File: src/rtl/de_arb_pkg.sv
// Shared types and default sizing for the decrypted-data RAM arbiter.
// Pure definitions, no logic, no latency.
// No flow control of its own; consumed by de_mem_arbiter and de_rr_picker.
package de_arb_pkg;

  // Arbiter sequencing: accept in IDLE, drive RAM in ISSUE, collect read data in RDWAIT
  typedef enum logic [1:0] {
    IDLE   = 2'd0,
    ISSUE  = 2'd1,
    RDWAIT = 2'd2
  } arb_state_t;

  localparam int DE_ARB_NUM_REQ  = 3;
  localparam int DE_ARB_ADDR_W   = 5;
  localparam int DE_ARB_DATA_W   = 8;
  localparam int DE_ARB_LOCK_MAX = 32;

  // Supported requester range
  localparam int DE_ARB_NUM_REQ_MIN = 2;
  localparam int DE_ARB_NUM_REQ_MAX = 8;

  // Width of a requester index (at least one bit)
  function automatic int idx_width(input int n);
    return (n > 1) ? $clog2(n) : 1;
  endfunction

endpackage

File: src/rtl/de_rr_picker.sv
// Rotate-priority encoder: first set request at or after ptr, wrapping, as one-hot and index.
// Purely combinational, zero latency.
// No backpressure; win_any low when no request is set.
module de_rr_picker
  import de_arb_pkg::*;
#(
  parameter int NUM_REQ = DE_ARB_NUM_REQ,
  parameter int IDX_W   = idx_width(DE_ARB_NUM_REQ)
) (
  input  logic [NUM_REQ-1:0] req,
  input  logic [IDX_W-1:0]   ptr,
  output logic [NUM_REQ-1:0] win_oh,
  output logic [IDX_W-1:0]   win_idx,
  output logic               win_any
);

  // Scan requesters starting at ptr; the first hit wins
  always_comb begin
    win_oh  = '0;
    win_idx = '0;
    win_any = 1'b0;
    for (int i = 0; i < NUM_REQ; i++) begin
      int j;
      j = int'(ptr) + i;
      if (j >= NUM_REQ) j = j - NUM_REQ;
      if (!win_any && req[j]) begin
        win_any    = 1'b1;
        win_idx    = IDX_W'(j);
        win_oh[j]  = 1'b1;
      end
    end
  end

endmodule

File: src/rtl/de_mem_arbiter.sv
// Round-robin arbiter owning the single-port 32x8 decrypted-data RAM; one access per grant.
// Latency: gnt 1 cycle after req sampled in IDLE; rd_valid 2 cycles after gnt; write every 2, read every 3 cycles.
// Backpressure: requesters hold req until their gnt pulse; no resampling while ISSUE/RDWAIT. Optional burst lock: DE_ARB_LOCK_EN.
module de_mem_arbiter
  import de_arb_pkg::*;
#(
  parameter int NUM_REQ  = DE_ARB_NUM_REQ,
  parameter int ADDR_W   = DE_ARB_ADDR_W,
  parameter int DATA_W   = DE_ARB_DATA_W,
  parameter int LOCK_MAX = DE_ARB_LOCK_MAX
) (
  input  logic                      clk,
  input  logic                      reset,
  input  logic [NUM_REQ-1:0]        req,
  input  logic [NUM_REQ-1:0]        req_we,
  input  logic [NUM_REQ*ADDR_W-1:0] req_addr,
  input  logic [NUM_REQ*DATA_W-1:0] req_wdata,
`ifdef DE_ARB_LOCK_EN
  input  logic [NUM_REQ-1:0]        req_lock,
`endif
  output logic [NUM_REQ-1:0]        gnt,
  output logic [NUM_REQ-1:0]        rd_valid,
  output logic [DATA_W-1:0]         rd_data,
  output logic [ADDR_W-1:0]         mem_address,
  output logic [DATA_W-1:0]         mem_data,
  output logic                      mem_wren,
  input  logic [DATA_W-1:0]         mem_q
);

  localparam int IDX_W = idx_width(NUM_REQ);

  function automatic logic [IDX_W-1:0] next_idx(input logic [IDX_W-1:0] i);
    if (i == IDX_W'(NUM_REQ - 1)) return '0;
    return i + 1'b1;
  endfunction

  function automatic logic [NUM_REQ-1:0] idx_to_oh(input logic [IDX_W-1:0] i);
    return {{(NUM_REQ-1){1'b0}}, 1'b1} << i;
  endfunction

  arb_state_t         state;
  logic [IDX_W-1:0]   rr_ptr;
  logic [IDX_W-1:0]   cur_idx;
  logic               cur_we;

  logic [NUM_REQ-1:0] pick_req;
  logic [IDX_W-1:0]   pick_ptr;
  logic [NUM_REQ-1:0] win_oh;
  logic [IDX_W-1:0]   win_idx;
  logic               win_any;

`ifdef DE_ARB_LOCK_EN
  localparam int CNT_W = $clog2(LOCK_MAX + 1);

  logic               lock_vld;
  logic [IDX_W-1:0]   lock_idx;
  logic [CNT_W-1:0]   lock_cnt;
  logic               cur_locked;
  logic               lock_hold;
  logic               lock_release;

  // Lock survives while its owner keeps req and req_lock and the burst budget is not spent
  assign lock_hold    = lock_vld && req[lock_idx] && req_lock[lock_idx] &&
                        (lock_cnt < CNT_W'(LOCK_MAX));
  assign lock_release = lock_vld && !lock_hold;

  // Restrict candidates to the lock owner, or restart round-robin just past it on release
  always_comb begin
    pick_req = req;
    pick_ptr = rr_ptr;
    if (lock_hold) begin
      pick_req = req & idx_to_oh(lock_idx);
      pick_ptr = lock_idx;
    end else if (lock_release) begin
      pick_ptr = next_idx(lock_idx);
    end
  end
`else
  assign pick_req = req;
  assign pick_ptr = rr_ptr;
`endif

  de_rr_picker #(
    .NUM_REQ (NUM_REQ),
    .IDX_W   (IDX_W)
  ) u_picker (
    .req     (pick_req),
    .ptr     (pick_ptr),
    .win_oh  (win_oh),
    .win_idx (win_idx),
    .win_any (win_any)
  );

  // Access sequencer: all RAM-side signals and pulses are registered here
  always_ff @(posedge clk) begin
    if (reset) begin
      state       <= IDLE;
      gnt         <= '0;
      rd_valid    <= '0;
      mem_wren    <= 1'b0;
      rd_data     <= '0;
      mem_address <= '0;
      mem_data    <= '0;
      rr_ptr      <= '0;
      cur_idx     <= '0;
      cur_we      <= 1'b0;
`ifdef DE_ARB_LOCK_EN
      lock_vld    <= 1'b0;
      lock_idx    <= '0;
      lock_cnt    <= '0;
      cur_locked  <= 1'b0;
`endif
    end else begin
      gnt      <= '0;
      rd_valid <= '0;
      mem_wren <= 1'b0;
      case (state)
        IDLE: begin
`ifdef DE_ARB_LOCK_EN
          if (lock_release) begin
            lock_vld <= 1'b0;
            lock_cnt <= '0;
            rr_ptr   <= next_idx(lock_idx);
          end
`endif
          if (win_any) begin
            mem_address <= req_addr[win_idx*ADDR_W +: ADDR_W];
            mem_data    <= req_wdata[win_idx*DATA_W +: DATA_W];
            mem_wren    <= req_we[win_idx];
            gnt         <= win_oh;
            cur_idx     <= win_idx;
            cur_we      <= req_we[win_idx];
            state       <= ISSUE;
`ifdef DE_ARB_LOCK_EN
            cur_locked  <= req_lock[win_idx];
            if (req_lock[win_idx]) begin
              lock_vld <= 1'b1;
              lock_idx <= win_idx;
              lock_cnt <= lock_hold ? lock_cnt + 1'b1 : CNT_W'(1);
            end
`endif
          end
        end
        ISSUE: begin
          // RAM samples address/data/wren at the end of this cycle
`ifdef DE_ARB_LOCK_EN
          if (!cur_locked) rr_ptr <= next_idx(cur_idx);
`else
          rr_ptr <= next_idx(cur_idx);
`endif
          state <= cur_we ? IDLE : RDWAIT;
        end
        RDWAIT: begin
          rd_data  <= mem_q;
          rd_valid <= idx_to_oh(cur_idx);
          state    <= IDLE;
        end
        default: state <= IDLE;
      endcase
    end
  end

endmodule

File: config.mk
export PLATFORM = sky130hd
export DESIGN_NAME = de_mem_arbiter
export DESIGN_NICKNAME = d
export VERILOG_FILES = /design/src/rtl/de_arb_pkg.sv /design/src/rtl/de_rr_picker.sv /design/src/rtl/de_mem_arbiter.sv
export SDC_FILE = /design/constraint.sdc
export NUM_CORES = 1
export LEC_CHECK = 0
export ABC_AREA = 1
export BUFFER_PORTS_ARGS = -buffer_cell sky130_fd_sc_hd__buf_4
export CORE_ASPECT_RATIO = 1.5
export CORE_UTILIZATION = 30
export DETAILED_ROUTE_END_ITERATION = 16
export GPL_TIMING_DRIVEN = 0
export PLACE_DENSITY = 0.6
export SYNTH_ARGS = -nofsm -noshare
export SYNTH_HDL_FRONTEND = slang
export SYNTH_SLANG_ARGS = --single-unit
File: constraint.sdc
create_clock -name clk -period 3.09 [get_ports clk]
set_input_delay 0 -clock clk [delete_from_list [all_inputs] [get_ports clk]]
set_output_delay 0 -clock clk [all_outputs]
set_load 0.005 [all_outputs]
==> summary by stage, run 1 <==
Outcome
The run finished with clean final reports.

Clock network
The clock latency reported for the late side of the worst-skew pair is 0.29 ns. Clock tree synthesis selected as its root buffer the cell sky130_fd_sc_hd__clkbuf_8. The TritonCTS buffer count is 5. The number of gates resized after CTS is 0. The clock-pin slew of the registers on the worst-case setup and hold paths is 0.07 ns.

The clock sink count is 35. The clock tree from TritonCTS is yes. The number of buffers between clock root and the deepest sink is 2. CTS built an H-tree with a depth of 2.

Place
The congestion estimate from routability-driven global placement came to roughly 0.81. The worst setup timing slack at the placement stage is around 0.98 ns. The detailed placer's ending HPWL is roughly 4.2 mm. In this run the tool buffered the top-level ports with around 80 buffer cells. After detailed placement, the total cell area comes to 2670 sq um.

Cells and area
Summing all non-filler instances in the final layout gives an area of 2930 sq um. After the last flow step, the layout net total stands at 423. From synthesis to final layout, the design area changed by 49.5%. The share of post-route cells with drive strength above 1 is 0.359. The number of antenna diodes in the final layout is 0. Fill cells in the final layout number 670. At the end of the flow the core is filled with cells to 0.471.

Timing
The final-report max-slew violation count is 0. The actual slew at the worst max-slew pin is about 0.54 ns. Once routing completed, OpenROAD measured the worst setup slack at roughly 0.98 ns. The total count of hold-check failures in the final report is 0.

For the finished layout, the period the worst path requires is roughly 2.1 ns. Dividing the final minimum period by the clock period gives 0.683. The relative max-transition margin is 0.637.

The number of setup violations in the final report is 0. The total negative slack for setup checks is 0 ns. Setup repair after global routing left no endpoint under its margin.

For this run, the top clock speed supported by timing is between 400 and 500 MHz. Between clock sinks in the finished design, the worst skew comes to between 0.004 and 0.005 ns.

Critical path
Walking the worst path, the cells encountered are inv_1 -> ha_1 -> buf_6 -> o21ai_1 -> nand2_2 -> nand3_2 -> nand2_4 -> inv_2 -> buf_2 -> o21ai_1 -> a21oi_1. By startpoint and endpoint, the worst setup path is classified as reg2reg. The required time of the worst setup path is between 3 and 4 ns. The master of the slowest instance on the critical path is sky130_fd_sc_hd__dfxtp_1. The setup check on the worst reg-to-reg path leaves a slack of roughly 0.98 ns. The source of the worst register-to-register timing path is pick_ptr[0]. The worst register-to-register path ends at cur_idx[1]. The top fanout value on the critical path is 10. The most frequent cell on the critical path is sky130_fd_sc_hd__o21ai_1. The worst setup path is captured at a flop.

The longest individual stage delay on the worst path is roughly 0.36 ns. The arrival time at the worst endpoint is between 2 and 2.5 ns. The worst setup path is launched from a flop. The worst register-to-register path has a depth of 11.

Routing
The met3 wire length is roughly 270 um. In this run the remaining antenna-violating nets after routing total 0. The top layer used by detailed routing is met4. The routed metal-1 wirelength is around 2.2 mm. After detailed routing, the average wire length per cell comes to ~13 um. In the routed design, unresolved DRC markers number 0.

The met2 layer wire length in the routed design is between 2 and 3 mm. The number of optimization iterations in the first detailed-route pass is 4. Dividing the detail-routed via count by the number of cells gives roughly 4.7. The total number of vias is ~2000. The routed wire length is roughly 5.5 mm. The starting DRC count in detailed routing is 36.

Yosys
The Yosys step of the flow raised 0 warnings. When the netlist entered floorplanning its net count stood at 321. The share of the Yosys chip area taken by registers is 0.357. The share of the synthesized area in the top cell type is 0.357.

The number of standard cells after synthesis is 262. The most instantiated flip-flop cell in the synthesis netlist is sky130_fd_sc_hd__dfxtp_1. The netlist uses 33 different library cells. The fraction of synthesis flops using an asynchronous set or reset pin is 0. In this run the cell area of the synthesized design comes to roughly 2000 sq um.

Sorting the synthesized cells by how often they occur yields 35 x sky130_fd_sc_hd__dfxtp_1, 34 x sky130_fd_sc_hd__nand2_1, 29 x sky130_fd_sc_hd__inv_1. In this run, synthesis inferred 0 flip-flops with an integrated enable. Sorting the synthesized cells by area gives the leading types as sky130_fd_sc_hd__dfxtp_1 36%, sky130_fd_sc_hd__nand2_1 6.5%, sky130_fd_sc_hd__nand3_1 6.4%, sky130_fd_sc_hd__inv_1 5.6%, sky130_fd_sc_hd__a21oi_1 5.4%.

The number of flip-flops and latches in the synthesized netlist is 35. A synthesized cell averages about 7.5 sq um. The largest area contributor in the netlist is sky130_fd_sc_hd__dfxtp_1. The most frequently used cell type in the post-synthesis netlist is sky130_fd_sc_hd__dfxtp_1.

Power and ir drop
The switching share of total power is 0.445. Internal power comes to about 1700 uW. The ratio of total power to cell area is roughly 1000 nW/um^2. The portion of total power attributed to combinational logic is 0.617. The share of total power dissipated in sequential elements is 0.222. In this run the power spent charging and discharging nets is about 1400 uW.

The share of total power dissipated in the clock network is 0.160. The leakage component of the power is 0.00142 uW. VDD sags by at most between 0.6 and 0.7 mV.

Floorplan
The initial cell density of the core is 0.315. The count of standard-cell rows is 35. The die covers 6870 sq um. 83 I/O pins were placed. In this run the vertical extent of the chip is between 100 and 150 um. The floorplan die width is 68.0 um.

The core area is slightly above 6000 sq um.

GRT
Summed over all layers, the global routing overflow is 0. Entering global routing, the biggest net connects 12 pins. The global-route usage over all layers is 0.172.

The number of global-route vias before repair is between 2000 and 2500. The first global-routing pass estimated 8.97 mm of wire. The number of antenna violations at the first check in global routing came to 0.

Worst hold path
For hold timing, the worst endpoint is mem_address[3]. The type of the tightest min-delay check is in2reg. Counting instances, the worst hold path has a depth of 3. The worst hold path begins at req_addr[13].

Run
The tool flagged a number of max-cap violations equal to 0.
-- stage by stage --
stage	std cells	power, uW	hold WS (ns)
5_1_grt	439	3330	0.00536
3_3_place_gp	418	2560	0.221
3_5_place_dp	418	2570	0.222
2_1_floorplan	262	2040	0.0768
4_1_cts	439	3090	0.00135
6_report	439	3050	0.00603
-- worst max-delay path by stage --
stage	from	endpoint	slack, ns
2_1_floorplan	pick_ptr[0]	mem_address[1]	1.19
3_3_place_gp	pick_ptr[0]	mem_data[1]	1.0
3_5_place_dp	pick_ptr[0]	mem_address[4]	0.98
4_1_cts	pick_ptr[0]	mem_address[4]	0.95
5_1_grt	pick_ptr[0]	cur_idx[1]	0.78
6_report	pick_ptr[0]	cur_idx[1]	0.98
-- power groups by stage --
stage / combinational (uW) / clock (uW) / sequential [uW]
after detailed placement: 1890 / 0 / 688
after floorplan: 1350 / 0 / 688
final: 1880 / 489 / 677
after global placement: 1870 / 0 / 685
after CTS: 1910 / 501 / 679
after global routing: 2110 / 519 / 697
-- layout make-up --
cell class	instances	area [sq um]	share of cell area
clock inverters	2	60.1	0.0205
plain buffers	10	80.1	0.0273
repair buffers	95	746	0.254
well taps	74	92.6	0.0316
multi-input cells	184	1050	0.359
inverters	33	126	0.0431
clock buffers	6	72.6	0.0248
flip-flops and latches	35	701	0.239
-- flip-flops by register name, summed over array words and instances (netlist names) --
signal / cells
cur_idx: 2
cur_we: 1
gnt: 3
mem_address: 5
mem_data: 8
mem_wren: 1
pick_ptr: 2
rd_data: 8
rd_valid: 3
state: 2
-- timing repair --
action	in CTS	in global routing
setup endpoints to repair	0	0
setup buffers	0	0
hold buffers	13	0
hold endpoints to repair	16	0
-- cell families after synthesis --
group	count (synthesis)	synth area share
and+or+nand+nor	119	0.324
DFF	35	0.357
buffers and inverters	43	0.105
AOI/OAI and AO/OA	61	0.188
adders and majority gates	4	0.0255
-- layer usage --
layer,vias up,GRT usage
met5,-,0
met4,0,0.0641
met3,6,0.0373
met2,50,0.311
met1,924,0.187
li1,1066,-
-- critical path, delay by kind of cell (launching register included) --
family                     cells  cell delay [ns]
AOI/OAI and AO/OA              3             0.44
adders and majority gates      1             0.31
buffers and inverters          4             0.59
DFF                            1             0.36
and+or+nand+nor                3             0.34
-- layout by cell type (no fill, tap or decap), types with 4 or more instances in the layout --
cell	n
sky130_fd_sc_hd__clkbuf_8	5
sky130_fd_sc_hd__nand3b_1	11
sky130_fd_sc_hd__nor2_1	23
sky130_fd_sc_hd__nand2_4	6
sky130_fd_sc_hd__inv_1	29
sky130_fd_sc_hd__dfxtp_1	35
sky130_fd_sc_hd__buf_4	86
sky130_fd_sc_hd__a21oi_2	9
sky130_fd_sc_hd__nand2_2	6
sky130_fd_sc_hd__a21oi_1	21
sky130_fd_sc_hd__nand2_1	34
sky130_fd_sc_hd__ha_1	4
sky130_fd_sc_hd__nor3_1	7
sky130_fd_sc_hd__dlygate4sd3_1	13
sky130_fd_sc_hd__o21ai_1	10
sky130_fd_sc_hd__nand3_1	25
sky130_fd_sc_hd__o21ai_0	14
Note: power is estimated with default switching activity, not from simulation.
==> run 2, diff against run 1 <==
--- a/config.mk
+++ b/config.mk
@@ -5,7 +5,7 @@
 export SDC_FILE = /design/constraint.sdc
 export NUM_CORES = 1
 export LEC_CHECK = 0
-export ABC_AREA = 1
+export ABC_AREA = 0
 export BUFFER_PORTS_ARGS = -buffer_cell sky130_fd_sc_hd__buf_4
 export CORE_ASPECT_RATIO = 1.5
 export CORE_UTILIZATION = 30
==> constraint.sdc (replaced) <==
create_clock -name clk -period 2 [get_ports clk]
set_input_delay 0 -clock clk [delete_from_list [all_inputs] [get_ports clk]]
set_output_delay 0 -clock clk [all_outputs]
set_load 0.005 [all_outputs]
==> summary by stage, run 2 <==
GRT
The number of antenna violations at the first check in global routing was 0. The pin count of the biggest net entering global routing is 11. The met2 usage in global routing is 0.362. The layer carrying the most global-route usage is met2.

The global-route usage over all layers is 0.199. For this run, global-route usage on met3 was measured as 0.0324. The number of global-route vias before repair is 2218. The met1 global-route usage is 0.207.

Global routing finished with a remaining overflow of 0. The wire length of the first global-routing pass is between 10 and 15 mm.

Cells and area
The number of antenna diodes in the final layout is 0. In the final layout, the registers with the most flip-flops are mem_data (8), rd_data (8), mem_address (5). At the end of the flow, the number of nets in the layout was approximately 400. After filler insertion, the fill cell instance count of the layout stands at a little under 600. The share of post-route cells with drive strength above 1 is 0.537.

The most frequent standard cell in the layout excluding fill and tap cells is sky130_fd_sc_hd__buf_4. Leaving out fill and tap cells, the most frequent cells in the layout are 99 x sky130_fd_sc_hd__buf_4, 33 x sky130_fd_sc_hd__dfxtp_1, 26 x sky130_fd_sc_hd__nand2_1. After the flow finishes, the layout carries non-filler instances totaling ~430.

The area growth from synthesis to layout is 76.4%. Once layout is complete, the utilization of the core stands at 0.546.

Yosys
The largest area contributor in the netlist is sky130_fd_sc_hd__dfxtp_1. Counting every net in the synthesized netlist gives between 200 and 300. Counting every instance in the synthesized netlist gives around 220. In the synthesized netlist the dominant register cell turns out to be sky130_fd_sc_hd__dfxtp_1. The count of different cell masters after synthesis is 49.

Ranked by instance count, the synthesized netlist is headed by 35 x sky130_fd_sc_hd__dfxtp_1, 32 x sky130_fd_sc_hd__nand2_1, 24 x sky130_fd_sc_hd__nor2_1. The share of the synthesized area in the top cell type is 0.351. By area the synthesized netlist is led by sky130_fd_sc_hd__dfxtp_1 35%, sky130_fd_sc_hd__a221oi_2 6.8%, sky130_fd_sc_hd__nand2_1 6.0%, sky130_fd_sc_hd__a211oi_2 5.6%, sky130_fd_sc_hd__nor2_1 4.5%. The synthesized design contains 35 register bits.

The sequential share of the synthesized area is 0.351. sky130_fd_sc_hd__dfxtp_1 is the most common cell in the netlist. The synthesized design contains 0 enable-type register cells. The synthesis warning total is 0. The fraction of synthesis flops using an asynchronous set or reset pin is 0. After synthesis the cells add up to about 2000 sq um. In this run the mean area of a mapped cell was 8.95 sq um.

Routing
The post-detailed-route via-to-cell ratio is roughly 5.2. After the first detailed-routing iteration, the DRC count stood at 64. The total number of vias is between 2000 and 2500. The number of optimization iterations in the first detailed-route pass is 4. After detailed routing, the total wire length is just under 7 mm. The count of nets left with antenna violations once routing finished came out at 0. The post-detailed-route wirelength per cell is about 16 um. For this run, design rule violations remaining after detail routing come to 0.

Critical path
The worst setup path is launched from a flop. The cell family contributing the most delay on the critical path is compound AO/OA/AOI/OAI gates. The top fanout value on the critical path is 10. The master of the slowest instance on the critical path is sky130_fd_sc_hd__or3_4.

The longest individual stage delay on the worst path is ~0.46 ns. STA puts the critical path data required time at about 2.1 ns. The path type of the worst setup path is reg2reg. The count of buffering cells on the critical path with inverters included is 2.

The worst setup path is captured at a flop. The slack of the worst reg-to-reg path is -0.21 ns. The signal on the critical path passes through inv_4 -> ha_4 -> mux2i_4 -> o21ai_4 -> a2111oi_4 -> or3_4 -> buf_12 -> a221oi_2 -> a211oi_2. Data on the critical path arrives at its endpoint at 2.35 ns.

Timing
The worst setup skew after layout is roughly 0.012 ns. The worst pin sits at a relative slew slack of 0.559. Setup violations remaining at the end of the flow were counted as 19. The time the worst path needs with I/O delays and setup is between 2 and 2.5 ns.

The fraction of the cycle the final worst path needs is 1.11. Based on the critical path, the design can be clocked at up to 452 MHz. The total count of hold-check failures in the final report is 0.

Once routing completed, OpenROAD measured the worst setup slack at -0.214 ns. Setup repair after global routing could not meet its margin everywhere. For the pin with the worst max-slew slack, the measured transition is ~0.66 ns.

The final-report max-slew violation count was 0.

Clock network
The clock-pin slew of the registers on the worst-case setup and hold paths is 0.08 ns. TritonCTS built the clock tree. In this run the clock root is driven by a sky130_fd_sc_hd__clkbuf_8. The clock sink count is 35. The clock passes through at most 2 buffers. The clock reaches the later pin of the worst-skew pair after approximately 0.28 ns. In this run the number of H-tree levels came out at 2. The TritonCTS buffer count is 5.

Place
The number of port buffers is roughly 80. After legalization and detailed placement, the total HPWL measured about 4.6 mm. The placer congestion estimate is a little over 0.8. The total instance count after detailed placement is 380.

Power and ir drop
The ratio of total power to cell area is just over 1000 nW/um^2. The leakage component of the power is roughly 0.0014 uW. VDD sags by at most between 0.5 and 0.6 mV.

Worst hold path
The worst hold path belongs to the class in2reg.

Floorplan
The full die area is roughly 7000 sq um. Measured along the y axis, the die boundary spans just over 100 um. The count of standard-cell rows is 36. The total I/O pin count is 83. The initial cell density of the core is 0.310. The floorplan step set the die width to between 60 and 70 um. The core region is roughly 6400 sq um.

Outcome
The run finished, with violations left. The final reports fail on setup timing.

Run
Max-cap violations in this run came to 0.
-- run 2: cell types whose count changed in the layout (fill, tap and decap cells not counted), moves of 7 or more --
| cell | delta |
|---|---|
| sky130_fd_sc_hd__a21oi_2 | -7 |
| sky130_fd_sc_hd__buf_4 | +13 |
| sky130_fd_sc_hd__nand2_1 | -8 |
| sky130_fd_sc_hd__inv_1 | -26 |
| sky130_fd_sc_hd__dlygate4sd3_1 | +7 |
| sky130_fd_sc_hd__nand3_1 | -22 |
| sky130_fd_sc_hd__o21ai_0 | -11 |
| sky130_fd_sc_hd__a211oi_2 | +14 |
| sky130_fd_sc_hd__nand3b_1 | -8 |
| sky130_fd_sc_hd__o21ai_1 | -10 |
| sky130_fd_sc_hd__a221oi_2 | +7 |
-- run 2: final cells by class --
class                   instances  area, sq um  area share
flip-flops and latches         35          708       0.201
clock buffers                   8          100      0.0284
repair buffers                121          961       0.273
multi-input cells             167         1510       0.429
inverters                       7         31.3     0.00889
well taps                      76         95.1      0.0270
plain buffers                  14          115      0.0327
-- run 2: cells by family (layout without fill, tap and decap cells) --
kind of cell,count (synthesis),after routing,share of synthesized area
AND/OR/NAND/NOR,88,88,0.229
AO/OA/AOI/OAI,73,73,0.334
flip-flops,35,35,0.351
buffers and inverters,21,150,0.0508
adder cells (fa/ha/maj),4,4,0.0251
multiplexers,2,2,0.0100
-- run 2: where the power goes --
group / switching (uW) / total (uW) / leakage, uW / internal, uW
combinational: 1050 / 2110 / 0.00108 / 1060
clock: 244 / 558 / 0.0000515 / 314
sequential: 119 / 982 / 0.000289 / 863
-- run 2: repair_timing --
| item | CTS | global route |
|---|---|---|
| endpoints found under the setup margin | 18 | 21 |
| endpoints found under the hold margin | 19 | 1 |
| pin swaps | 11 | 9 |
| cloned | 2 | 2 |
| hold buffers | 19 | 1 |
| gates resized for setup | 35 | 29 |
| setup buffers | 10 | 6 |
-- run 2: metal layers --
layer	part of all wire	routed length [um]	up-vias
li1	-	-	1083
met1	0.37	2570	1043
met2	0.56	3900	64
met3	0.034	237	22
met4	0.035	240	0
met5	0	0	-
-- run 2: final timing paths --
check / startpoint / to / cells after the start
min reg2reg: cur_we / state[1] / 1
max reg2reg: pick_ptr[1] / mem_address[2] / 9
max: pick_ptr[1] / mem_address[2] / 9
min: req_wdata[8] / mem_data[0] / 3
-- run 2: metrics by stage --
| stage | power [uW] | setup TNS [ns] | setup slack (ns) | hold slack, ns | instance area (sq um) |
|---|---|---|---|---|---|
| after floorplan | 1970 | 0 | 0.00617 | 0.136 | 2060 |
| after global placement | 2480 | -4.03 | -0.317 | 0.249 | 2760 |
| after detailed placement | 2490 | -4.17 | -0.326 | 0.257 | 2760 |
| after CTS | 3390 | -2.25 | -0.176 | 0.00311 | 3320 |
| after global routing | 3880 | -4.66 | -0.310 | 0.0343 | 3520 |
| final | 3650 | -3.05 | -0.214 | 0.0180 | 3520 |
-- run 2: tightest hold or removal path: cells and delay by family --
kind,cells,cell delay [ns]
AO/OA/AOI/OAI,2,0.20
buffers and inverters,1,0.07
